$ cat src/rtl/cpu_pkg.sv
// Shared CPU pipeline definitions: MEM-stage FSM encoding and write-back select codes.
package cpu_pkg;

   localparam int CPU_DATA_W = 32;

   localparam logic [0:0] ST_IDLE = 1'b0;
   localparam logic [0:0] ST_WAIT = 1'b1;

   localparam logic [1:0] WB_ALU = 2'd0;
   localparam logic [1:0] WB_MEM = 2'd1;
   localparam logic [1:0] WB_LUI = 2'd2;
   localparam logic [1:0] WB_JAL = 2'd3;

   // jal outranks lui, which outranks a memory load, which outranks the ALU result
   function automatic logic [1:0] wb_code(input logic jal, input logic lui, input logic mem_to_reg);
      if (jal)             return WB_JAL;
      else if (lui)        return WB_LUI;
      else if (mem_to_reg) return WB_MEM;
      else                 return WB_ALU;
   endfunction

endpackage

$ cat src/rtl/load_align.sv
// Load data alignment: picks the addressed byte for lb and extends it, word loads pass through.
module load_align #(
   parameter int DATA_W = 32
) (
   input  logic [DATA_W-1:0] rdata,
   input  logic [1:0]        addr_lo,
   input  logic              lb,
   input  logic              sign_ext,
   output logic [DATA_W-1:0] load_val
);

   logic [7:0] byte_sel;

   // little-endian byte pick, then sign or zero fill
   always_comb begin
      byte_sel = rdata[8*addr_lo +: 8];
      if (lb) load_val = {{(DATA_W-8){sign_ext & byte_sel[7]}}, byte_sel};
      else    load_val = rdata;
   end

endmodule

$ cat src/rtl/mem_wb_stage.sv
// Memory-access stage and MEM/WB pipeline register with a req/ack data-memory port.
//  state   | meaning
//  IDLE    | no access outstanding; non-memory ops pass through in one cycle
//  WAIT    | request held on dmem_*, instruction snapshot waiting for ack
module mem_wb_stage
   import cpu_pkg::*;
#(
   parameter int DATA_W    = CPU_DATA_W,
   parameter int DADDR_W   = 10,
   parameter bit LB_SIGNED = 1'b1
) (
   input  logic               clk,
   input  logic               rst,
   input  logic               valid_i,
   input  logic               flush_i,
   input  logic [4:0]         rw_i,
   input  logic               jal_i,
   input  logic               lui_i,
   input  logic               lb_i,
   input  logic               MemToReg_i,
   input  logic               Memwrite_i,
   input  logic               Regwrite_i,
   input  logic [DATA_W-1:0]  B_i,
   input  logic [DATA_W-1:0]  Imm_i,
   input  logic [DATA_W-1:0]  PC_i,
   input  logic [DATA_W-1:0]  ALU_i,
   output logic               stall_o,
   output logic               dmem_req,
   output logic               dmem_we,
   output logic [DADDR_W-1:0] dmem_addr,
   output logic [DATA_W-1:0]  dmem_wdata,
   input  logic [DATA_W-1:0]  dmem_rdata,
   input  logic               dmem_ack,
   output logic               valid_o,
   output logic               Regwrite_o,
   output logic [4:0]         rw_o,
   output logic [DATA_W-1:0]  wb_data_o
);

   logic [0:0]        state;
   logic              live;
   logic              mem_op;

   logic [4:0]        s_rw;
   logic              s_regwrite;
   logic              s_store;
   logic              s_jal;
   logic              s_lui;
   logic              s_lb;
   logic              s_mem_to_reg;
   logic [DATA_W-1:0] s_pc;
   logic [15:0]       s_imm;
   logic [DATA_W-1:0] s_alu;

   logic              sel_jal;
   logic              sel_lui;
   logic              sel_mtr;
   logic [DATA_W-1:0] sel_pc;
   logic [15:0]       sel_imm;
   logic [DATA_W-1:0] sel_alu;
   logic [DATA_W-1:0] load_val;
   logic [DATA_W-1:0] wb_next;

   logic              unused_imm_hi;
   assign unused_imm_hi = ^Imm_i[DATA_W-1:16];

   assign live   = valid_i & ~flush_i;
   assign mem_op = live & (MemToReg_i | Memwrite_i);

   // upstream hold: issuing a memory op, or waiting on an ack that has not arrived
   always_comb begin
      stall_o = 1'b0;
      if (rst) begin
         if (state == ST_IDLE) stall_o = mem_op;
         else                  stall_o = ~dmem_ack;
      end
   end

   load_align #(.DATA_W(DATA_W)) u_load_align (
      .rdata    (dmem_rdata),
      .addr_lo  (s_alu[1:0]),
      .lb       (s_lb),
      .sign_ext (LB_SIGNED),
      .load_val (load_val)
   );

   // write-back value from live inputs in IDLE, from the snapshot in WAIT
   always_comb begin
      sel_jal = jal_i;
      sel_lui = lui_i;
      sel_mtr = 1'b0;
      sel_pc  = PC_i;
      sel_imm = Imm_i[15:0];
      sel_alu = ALU_i;
      if (state == ST_WAIT) begin
         sel_jal = s_jal;
         sel_lui = s_lui;
         sel_mtr = s_mem_to_reg;
         sel_pc  = s_pc;
         sel_imm = s_imm;
         sel_alu = s_alu;
      end
      case (wb_code(sel_jal, sel_lui, sel_mtr))
         WB_JAL:  wb_next = sel_pc + DATA_W'(1);
         WB_LUI:  wb_next = {{(DATA_W-32){1'b0}}, sel_imm, 16'h0000};
         WB_MEM:  wb_next = load_val;
         default: wb_next = sel_alu;
      endcase
   end

   // FSM, memory request port, snapshot and MEM/WB register
   always_ff @(posedge clk) begin
      if (!rst) begin
         state        <= ST_IDLE;
         dmem_req     <= 1'b0;
         dmem_we      <= 1'b0;
         dmem_addr    <= '0;
         dmem_wdata   <= '0;
         valid_o      <= 1'b0;
         Regwrite_o   <= 1'b0;
         rw_o         <= '0;
         wb_data_o    <= '0;
         s_rw         <= '0;
         s_regwrite   <= 1'b0;
         s_store      <= 1'b0;
         s_jal        <= 1'b0;
         s_lui        <= 1'b0;
         s_lb         <= 1'b0;
         s_mem_to_reg <= 1'b0;
         s_pc         <= '0;
         s_imm        <= '0;
         s_alu        <= '0;
      end else begin
         case (state)
            ST_IDLE: begin
               if (mem_op) begin
                  state        <= ST_WAIT;
                  dmem_req     <= 1'b1;
                  dmem_we      <= Memwrite_i;
                  dmem_addr    <= ALU_i[DADDR_W+1:2];
                  dmem_wdata   <= B_i;
                  valid_o      <= 1'b0;
                  Regwrite_o   <= 1'b0;
                  s_rw         <= rw_i;
                  s_regwrite   <= Regwrite_i;
                  s_store      <= Memwrite_i & ~MemToReg_i;
                  s_jal        <= jal_i;
                  s_lui        <= lui_i;
                  s_lb         <= lb_i;
                  s_mem_to_reg <= MemToReg_i;
                  s_pc         <= PC_i;
                  s_imm        <= Imm_i[15:0];
                  s_alu        <= ALU_i;
               end else begin
                  valid_o    <= live;
                  Regwrite_o <= Regwrite_i & live & (rw_i != 5'd0);
                  rw_o       <= rw_i;
                  wb_data_o  <= wb_next;
               end
            end
            default: begin
               if (dmem_ack) begin
                  state      <= ST_IDLE;
                  dmem_req   <= 1'b0;
                  valid_o    <= 1'b1;
                  Regwrite_o <= s_regwrite & ~s_store & (s_rw != 5'd0);
                  rw_o       <= s_rw;
                  wb_data_o  <= wb_next;
               end
            end
         endcase
      end
   end

endmodule

$ cat config.mk
export PLATFORM = sky130hd
export DESIGN_NAME = mem_wb_stage
export DESIGN_NICKNAME = d
export VERILOG_FILES = /design/src/rtl/cpu_pkg.sv /design/src/rtl/load_align.sv /design/src/rtl/mem_wb_stage.sv
export SDC_FILE = /design/constraint.sdc
export NUM_CORES = 1
export LEC_CHECK = 0
export CORE_MARGIN = 2
export CORE_UTILIZATION = 32
export CTS_CLUSTER_DIAMETER = 150
export DETAILED_ROUTE_END_ITERATION = 10
export GPL_ROUTABILITY_DRIVEN = 0
export GPL_TIMING_DRIVEN = 0
export PLACE_DENSITY = 0.56
export SETUP_SLACK_MARGIN = 0.1
export SYNTH_ARGS = -nofsm -noshare
export SYNTH_HDL_FRONTEND = slang
export SYNTH_SLANG_ARGS = --single-unit
$ cat constraint.sdc
create_clock -name clk -period 3.1 [get_ports clk]
set_input_delay 0.775 -clock clk [delete_from_list [all_inputs] [get_ports clk]]
set_output_delay 0.775 -clock clk [all_outputs]
set_load 0.01 [all_outputs]
==> impl_metrics.env <==
export IMPL_ir_drop_mv=0.300
export IMPL_syn_avg_cell_area_um2=8.21
export IMPL_final_util_pct=46.7
export IMPL_worst_slew_pin_slew_ns=0.942
export IMPL_grt_pass1_wl_mm=54.9
export IMPL_cts_inserted_buffers=17
export IMPL_wl_mm=37.4
export IMPL_hp_class="reg -> reg"
export IMPL_nFillCells=2709
export IMPL_rsz0062_at_grt="no"
export IMPL_die_x_um=170
export IMPL_grt_max_degree=19
export IMPL_synth_top_cell_area_share_pct=37.3
export IMPL_place_hpwl_mm=28.6
export IMPL_pin_count=260
export IMPL_rr_worst_depth=13
export IMPL_r2r_start="state$_SDFF_PN0_"
export IMPL_yosys_area_top_type="dfxtp_1"
export IMPL_synth_async_sr_flop_share_pct=0
export IMPL_clockBufferDepth=2
export IMPL_ff2ff_setup_slack_ns=0.20
export IMPL_path_delay_family="buffers and inverters"
export IMPL_slew_headroom_pct=37.2
export IMPL_yosys_warnings=0
export IMPL_whs_endpoint="dmem_wdata[28]$_SDFFE_PN0P_"
export IMPL_synth_enable_flop_cells=0
export IMPL_via_count=9365
export IMPL_crit_start="state$_SDFF_PN0_"
export IMPL_worstSetupPathType="reg -> out"
export IMPL_cts_tree="built"
export IMPL_yosys_top_cells_area="dfxtp_1, nand2_1, a21boi_0, mux2i_1, mux2_2"
export IMPL_final_common_cell="nand2_1"
export IMPL_final_max_slew_viol_count=0
export IMPL_nNetsFinal=1530
export IMPL_numPortBuffers=243
export IMPL_gr_usage_all_layers_pct=25.5
export IMPL_avgViaCountPerCell=5.49
export IMPL_drt_iter0_markers=902
export IMPL_drv_cap=0
export IMPL_holdPathStages=2
export IMPL_leakagePower_nw=4.43
export IMPL_route_detailed_drc=0
export IMPL_hold_path_startpoint="dmem_wdata[28]$_SDFFE_PN0P_"
export IMPL_final_hold_viol_count=0
export IMPL_clock_latency_ns=0.44
export IMPL_placed_cell_area_um2=11700
export IMPL_die_h_um=170
export IMPL_powerDensity_nw_per_um2=450
export IMPL_yosys_register_bits=165
export IMPL_layout_common_cells="nand2_1, clkdlybuf4s50_1, dfxtp_1"
export IMPL_syn_to_final_growth_pct=42.6
export IMPL_cts_sinks=165
export IMPL_gr_total_overflow=0
export IMPL_drt_pre_antenna_iters=7
export IMPL_startpoint_type="register"
export IMPL_cp_num_buf_inv=6
export IMPL_min_period_over_period_pct=94.2
export IMPL_fin_hold_ws_ns=0.462
export IMPL_setup_violations=0
export IMPL_htreeDepth=4
export IMPL_num_rows=60
export IMPL_arrival_ns=2.15
export IMPL_yosysUniqueCellTypes=61
export IMPL_top_regs="dmem_wdata (32), s_pc (32), wb_data_o (32)"
export IMPL_r2r_end="wb_data_o[22]$_SDFFE_PN0P_"
export IMPL_cp_slowest_cell="o31a_1"
export IMPL_start_util_pct=32.8
export IMPL_crit_fanout=10
export IMPL_ys_seq_area_share_pct=37.3
export IMPL_wl_per_cell_um=21.9
export IMPL_antenna_found_initial=6
export IMPL_cp_end_kind="primary output"
export IMPL_die_area_um2=29000
export IMPL_layout_drive_gt1_share_pct=9.30
export IMPL_synth_flop_cell="dfxtp_1"
export IMPL_path_cells="buf_6 > buf_6 > buf_4 > o31a_1 > nor2b_1 > clkbuf_8 > buf_12 > buf_6"
export IMPL_status="completed"
export IMPL_synthesis_area_um2=8850
export IMPL_root_buffer="clkbuf_16"
export IMPL_grt_pass1_vias=9055
export IMPL_fp_coreArea_um2=27000
export IMPL_min_period_ns=2.92
export IMPL_clk_pin_slew_worst_paths_ns=0.07
export IMPL_antenna_left=0
export IMPL_critPathRequiredTime_ns=2.32
export IMPL_cpMostUsedCell="buf_6"
export IMPL_fmax_ghz=0.342
export IMPL_syn_num_nets=1257
export IMPL_clock_skew_ns=0.0133
export IMPL_netlist_instances=1079
export IMPL_design_area_um2=12600
export IMPL_max_stage_delay_ns=0.33
export IMPL_finalSetupTns_ns=0
-- metrics by stage --
| step | total power [mW] | worst slack (ns) | std cells |
|---|---|---|---|
| final | 5.69 | 0.179 | 1707 |
| after CTS | 5.68 | -0.217 | 1699 |
| after global placement | 3.53 | -1.22 | 1663 |
| after global routing | 5.90 | 0.108 | 1707 |
| after floorplan | 2.88 | 0.128 | 1079 |
| after detailed placement | 3.53 | -1.22 | 1663 |
-- kinds of logic after synthesis --
family | share of synthesized area (%)
simple gates | 20.3
mux | 10.2
flops | 37.3
fa+ha+maj | 0.283
compound gates | 24.4
buf+inv | 4.78
xor+xnor | 2.77
-- where the power goes --
group	leakage [nW]	internal [mW]	total [mW]	switching (mW)
combinational	2.80	0.590	1.21	0.617
clock	0.281	1.08	2.15	1.07
sequential	1.35	2.24	2.33	0.0889
total	4.43	3.91	5.69	1.77
-- worst max-delay path by stage --
stage	end	slack [ns]	cells after the start
after floorplan	wb_data_o[28]$_SDFFE_PN0P_	0.13	12
after global placement	stall_o	-1.22	7
after detailed placement	stall_o	-1.22	7
after CTS	stall_o	-0.22	7
after global routing	wb_data_o[22]$_SDFFE_PN0P_	0.11	13
final	stall_o	0.18	8
-- area by class of cell --
class,count,area [µm²],area share [%]
multi-input combinational,818,5230,41.4
tap,341,427,3.38
clock buffer,17,425,3.37
inverter,7,30.0,0.238
buffer,88,505,4.00
timing repair buffer,255,2550,20.2
antenna,1,2.50,0.0198
sequential,165,3300,26.2
clock inverter,15,158,1.25
-- synth_stat cells, types with 7 or more instances --
cell type / n
buf_2: 11
mux2_2: 30
mux2i_1: 54
o21ai_0: 35
a21o_1: 7
a21boi_0: 131
a221o_1: 11
buf_4: 11
nand2_1: 291
o22ai_1: 9
xor2_1: 11
a21oi_1: 32
nand4_1: 14
xnor2_1: 17
dfxtp_1: 165
and3_1: 7
clkbuf_1: 57
nor2_1: 12
nor3_1: 7
buf_1: 9
a221oi_1: 16
nand3_1: 34
a22oi_1: 8
o211a_1: 7
o211ai_1: 8
a211oi_1: 9
-- worst min-delay path, delay by kind of cell, from the launching register on --
family | cells | cell delay [ns]
simple gates | 1 | 0.05
flops | 1 | 0.31
compound gates | 1 | 0.06
-- what timing repair did --
action | 4_1_cts | 5_1_grt
hold buffers | 0 | 0
gates cloned | 0 | 1
hold endpoints to repair | 0 | 0
setup buffers | 5 | 6
endpoints found under the setup margin | 107 | 98
pin swaps | 4 | 3
gates resized for setup | 32 | 40
-- layer usage --
layer / part of all wire [%] / global-route usage, % / vias up
li1: - / - / 4376
met1: 43 / 32.7 / 4448
met2: 45 / 40.8 / 453
met3: 9.3 / 6.84 / 80
met4: 3.2 / 9.44 / 8
met5: 0.13 / 0 / -
Power figures use the tool's default switching activity.
